--- src/rtl/bit_reversal.sv ---
// Registered bit-order permutation stage: full reverse, nibble reverse,
// byte swap or pass-through, behind a single-entry valid/ready register.
module bit_reversal #(
  parameter int WIDTH = 8
) (
  input  logic             clk,
  input  logic             rst,
  input  logic             in_valid,
  output logic             in_ready,
  input  logic [WIDTH-1:0] data_in,
  input  logic [1:0]       mode,
  output logic             out_valid,
  input  logic             out_ready,
  output logic [WIDTH-1:0] data_out
);

  localparam int NB = WIDTH / 8;
  localparam int NN = WIDTH / 4;

  logic [WIDTH-1:0] rev_full;
  logic [WIDTH-1:0] rev_nib;
  logic [WIDTH-1:0] swap;
  logic [WIDTH-1:0] perm;
  logic             accept;

  for (genvar i = 0; i < WIDTH; i++) begin : g_full
    assign rev_full[i] = data_in[WIDTH-1-i];
  end

  for (genvar k = 0; k < NN; k++) begin : g_nib
    for (genvar j = 0; j < 4; j++) begin : g_bit
      assign rev_nib[4*k+j] = data_in[4*k+3-j];
    end
  end

  for (genvar b = 0; b < NB; b++) begin : g_swap
    assign swap[8*b +: 8] = data_in[8*(NB-1-b) +: 8];
  end

  always_comb begin
    perm = data_in;
    unique case (mode)
      2'd0: perm = rev_full;
      2'd1: perm = rev_nib;
      2'd2: perm = swap;
      2'd3: perm = data_in;
    endcase
  end

  // A held word blocks new input until downstream takes it.
  assign in_ready = !rst && (!out_valid || out_ready);
  assign accept   = in_valid && in_ready;

  always_ff @(posedge clk) begin
    if (rst) begin
      out_valid <= 1'b0;
      data_out  <= '0;
    end else if (accept) begin
      out_valid <= 1'b1;
      data_out  <= perm;
    end else if (out_ready) begin
      out_valid <= 1'b0;
    end
  end

endmodule

--- config.mk ---
export PLATFORM = sky130hd
export DESIGN_NAME = bit_reversal
export DESIGN_NICKNAME = d
export VERILOG_FILES = /design/src/rtl/bit_reversal.sv
export SDC_FILE = /design/constraint.sdc
export NUM_CORES = 1
export LEC_CHECK = 0
export BUFFER_PORTS_ARGS = -buffer_cell sky130_fd_sc_hd__buf_2
export CAP_MARGIN = 5
export CORE_AREA = 10 10 47 49
export DETAILED_ROUTE_END_ITERATION = 16
export DIE_AREA = 0 0 57 59
export MAX_ROUTING_LAYER = met4
export PLACE_DENSITY = 0.83
export SYNTH_ARGS = -nofsm -noshare
export SYNTH_HDL_FRONTEND = slang
export SYNTH_SLANG_ARGS = --single-unit
export TNS_END_PERCENT = 1
--- constraint.sdc ---
create_clock -name clk -period 1.01 [get_ports clk]
set_input_delay 0.0505 -clock clk [delete_from_list [all_inputs] [get_ports clk]]
set_output_delay 0.0505 -clock clk [all_outputs]
set_load 0.03 [all_outputs]
# Word level (Yosys, flattened, before mapping)
# Index checks and enable logic that the tools add are counted.
[classes]
mux = 3
reduce_logical = 8
eq_ne = 3
[op_table]
columns = ["op", "count"]
rows = [
  ["$pmux W8 S3", 1],
  ["$eq A2 B2 Y1 const B", 2],
  ["$eq A2 B1 Y1 const B", 1],
  ["$logic_and A1 B1 Y1", 2],
  ["$logic_not A1 Y1", 2],
  ["$logic_not A2 Y1", 1],
  ["$mux W1", 2],
  ["$reduce_bool A2 Y1", 1],
  ["$reduce_or A2 Y1", 1],
  ["$logic_or A1 B1 Y1", 1],
]
[totals]
in_bits = 14
output_inout_bits = 10
register_bits = 9
word_cells = 16

# Longest topological paths before layout
[logic_depth]
word_depth = 5
depth_mapped = 4

# Worst setup path after synthesis
# No wires, ideal clock.
[synth_path]
kind = "reg-to-reg"
from = "register out_valid"
to = "register data_out[0]"
t_required_ns = 0.888
period_less_slack_ns = 1.118
n_path_buf = 1
path_slack_ns = -0.108
t_arrival_ns = 0.996
setup_time_ns = 0.122
stages_incl_launch_ff = 5
cell_sequence = "dfxtp_1 -> nand2b_1 -> nor3b_2 -> buf_6 -> mux2i_1"
[synth_via]
elab_chain_len = 4
[synth_lines]
columns = ["element", "line", "rtl"]
rows = [
  ["start, declared", "12", "output logic out_valid,"],
  ["start signal, assigned", "56", "out_valid <= 1'b0;"],
  ["start signal, assigned", "59", "out_valid <= 1'b1;"],
  ["start signal, assigned", "62", "out_valid <= 1'b0;"],
  ["$logic_not A1 Y1", "51", "assign in_ready = !rst && (!out_valid || out_ready);"],
  ["$logic_or A1 B1 Y1", "51", ""],
  ["$logic_and A1 B1 Y1", "51", ""],
  ["$logic_and A1 B1 Y1", "52", "assign accept = in_valid && in_ready;"],
  ["end signal, assigned", "60", "data_out <= perm;"],
  ["end, declared", "14", "output logic [WIDTH-1:0] data_out"],
]
# No other way between the ends.
# A chain may end at the register's enable or synchronous reset.

# Worst setup path in the final report
[layout_path]
from = "register out_valid"
to = "output in_ready"
[layout_via]
elab_chain_len = 3
[layout_lines]
columns = ["element", "line", "rtl"]
rows = [
  ["$logic_not A1 Y1", "51", ""],
  ["$logic_or A1 B1 Y1", "51", ""],
  ["$logic_and A1 B1 Y1", "51", ""],
  ["end, declared", "9", "output logic in_ready,"],
]
# No other way between the ends.

==> impl_metrics.env <==
export IMPL_fin_crit_ps=1080
export IMPL_min_path_cells=3
export IMPL_clk_path_buf_depth=2
export IMPL_worstMarginPinSlew_ps=220
export IMPL_antenna_found_initial=0
export IMPL_chipWidth_um=57
export IMPL_layout_commonest_cell="buf_2"
export IMPL_power_density_nw_per_um2=1270
export IMPL_drc=0
export IMPL_gp_congestion=0.645
export IMPL_clk_latency_ps=250
export IMPL_leakage_nw=0.361
export IMPL_grt_pass1_vias=486
export IMPL_reg2reg_depth=4
export IMPL_ant_nets=0
export IMPL_cts_hold_buf=0
export IMPL_synth_area_per_cell_um2=11.0
export IMPL_clock_root_buffer="clkbuf_4"
export IMPL_viasPerCell=4.87
export IMPL_grtUsageTotal=0.0726
export IMPL_final_core_util=0.526
export IMPL_max_freq_mhz=924
export IMPL_htree_num_levels=1
export IMPL_dr_total_vias=448
export IMPL_rsz0062_at_grt="yes"
export IMPL_wl_per_cell_um=13.6
export IMPL_core_region_area_um2=1400
export IMPL_finalSetupViolCount=7
export IMPL_grt_pass1_wl_um=2010
export IMPL_p_sw_mw=0.279
export IMPL_fp_dieH_um=59
export IMPL_drive_gt1_frac=0.434
export IMPL_dieArea_um2=3360
export IMPL_crit_slowest_cell="dfxtp_4"
export IMPL_setup_ws_ps=-72.7
export IMPL_p_comb_frac=0.298
export IMPL_critPathArrivalTime_ps=1030
export IMPL_cp_max_fo=2
export IMPL_cts_sinks=9
export IMPL_final_cell_mix="22 x buf_2, 16 x mux2i_1, 8 x nand2b_1, 8 x mux2_1, 8 x dfxtp_1"
export IMPL_vdd_drop_max_mv=0.914
export IMPL_path_cells="nand2b_4 > buf_4 > nor2b_4 > buf_6"
export IMPL_hold_viol_final=0
export IMPL_io_pins=24
export IMPL_drtIter0Drc=7
export IMPL_status="complete, but fails checks"
export IMPL_grt_overflow=0
export IMPL_hold_path_class="in -> reg"
export IMPL_end_kind="primary output"
export IMPL_crit_required_ps=960
export IMPL_p_int_mw=0.660
export IMPL_tritoncts="built"
export IMPL_power_switching_share=0.297
export IMPL_slew_headroom=0.853
export IMPL_rows=14
export IMPL_first_pass_iters=4
export IMPL_diodes=0
export IMPL_postCtsSetupRepairBufs=0
export IMPL_worstSetupPathType="reg -> out"
export IMPL_fin_skew_ps=5.73
export IMPL_grt_start_max_net_pins=12
export IMPL_crit_path_max_incr_delay_ps=350
export IMPL_synth_seq_cells=9
export IMPL_synthDistinctLibCells=11
export IMPL_critPathLaunchType="flip-flop"
export IMPL_power_mw=0.939
export IMPL_ys_seq_area_frac=0.329
export IMPL_pwr_share_clk=0.271
export IMPL_cts_buffers=3
export IMPL_port_buffers=23
export IMPL_syn_instance_count=50
export IMPL_yosys_warnings=0
export IMPL_clk_pin_slew_ps=50
export IMPL_syn_area_um2=548
export IMPL_initial_core_util=0.391
export IMPL_slew_violations=0
export IMPL_min_period_over_period=1.07
export IMPL_violations="setup timing"
export IMPL_nNetsFinal=91
export IMPL_pwr_share_seq=0.431
export IMPL_cap_viol_max_count=0
export IMPL_area_growth_pct=34.5
export IMPL_wirelength_um=1250
export IMPL_syn_nets=64
## what timing repair did
| action | in CTS | in global routing |
|---|---|---|
| gates resized for setup | 3 | 4 |
| pin swaps | 0 | 0 |
| hold endpoints to repair | 0 | 0 |
| setup endpoints to repair | 8 | 9 |
## flip-flops by register name (all words and copies together), names as in the netlist
name and count:
data_out 8, out_valid 1
## power groups by stage
stage / sequential, mW / combinational [mW] / clock, mW
final: 0.404 / 0.280 / 0.255
after floorplan: 0.472 / 0.119 / 0
after global placement: 0.408 / 0.259 / 0
after global routing: 0.406 / 0.303 / 0.275
after detailed placement: 0.410 / 0.265 / 0
after CTS: 0.402 / 0.274 / 0.264
## final cells by class
type	count	area, µm²
fillers	132	664
flip-flops and latches	9	184
repair buffers	26	151
well taps	16	20.0
multi-input cells	36	352
clock buffers	4	26.3
inverters	1	3.75
## cells in the mapped netlist
cell type	instances	area share
clkbuf_1	1	0.0068
buf_4	1	0.014
nor3b_2	1	0.023
nor2b_1	1	0.011
nand2b_1	9	0.10
a21oi_1	1	0.0091
buf_6	2	0.041
mux2i_1	16	0.29
mux2_1	8	0.16
dfxtp_1	9	0.33
inv_1	1	0.0068
## per-layer routing
metal  part of all wire  GRT usage  vias to the layer above
met5                  0          -                        -
met4             0.0048     0.0302                        0
met1               0.47     0.0800                      206
met2               0.47      0.118                       16
li1                   -          -                      224
met3              0.054     0.0236                        2
## through the flow
stage | hold WS (ps) | instances | setup WS [ps] | area [µm²] | TNS, ps
floorplan | 210 | 50 | -4.98 | 552 | -39.8
global placement | 314 | 88 | 14.0 | 676 | 0
detailed placement | 328 | 88 | -45.7 | 676 | -180
CTS | 74.5 | 92 | -72.5 | 716 | -323
global route | 147 | 92 | -116 | 737 | -838
finish | 101 | 92 | -72.7 | 737 | -220
## worst paths after layout
| kind | startpoint | to | slack [ps] |
|---|---|---|---|
| worst min-delay path | in_valid | out_valid | 100 |
| worst min register to register | data_out[3] | data_out[3] | 480 |
| worst max-delay path | out_valid | in_ready | -70 |
| worst max register to register | out_valid | data_out[7] | -40 |
## worst max-delay path: cells and delay by family, from the launching register on
| family | cells | cell delay (ps) |
|---|---|---|
| flops | 1 | 350 |
| buf+inv | 2 | 270 |
| simple gates | 2 | 170 |
## logic make-up after synthesis
logic type             count (synthesis)  synth area share
AO/OA/AOI/OAI                          1           0.00912
flip-flops                             9             0.329
buffers and inverters                  5            0.0685
AND/OR/NAND/NOR                       11             0.137
multiplexers                          24             0.457
Power figures use the tool's default switching activity.
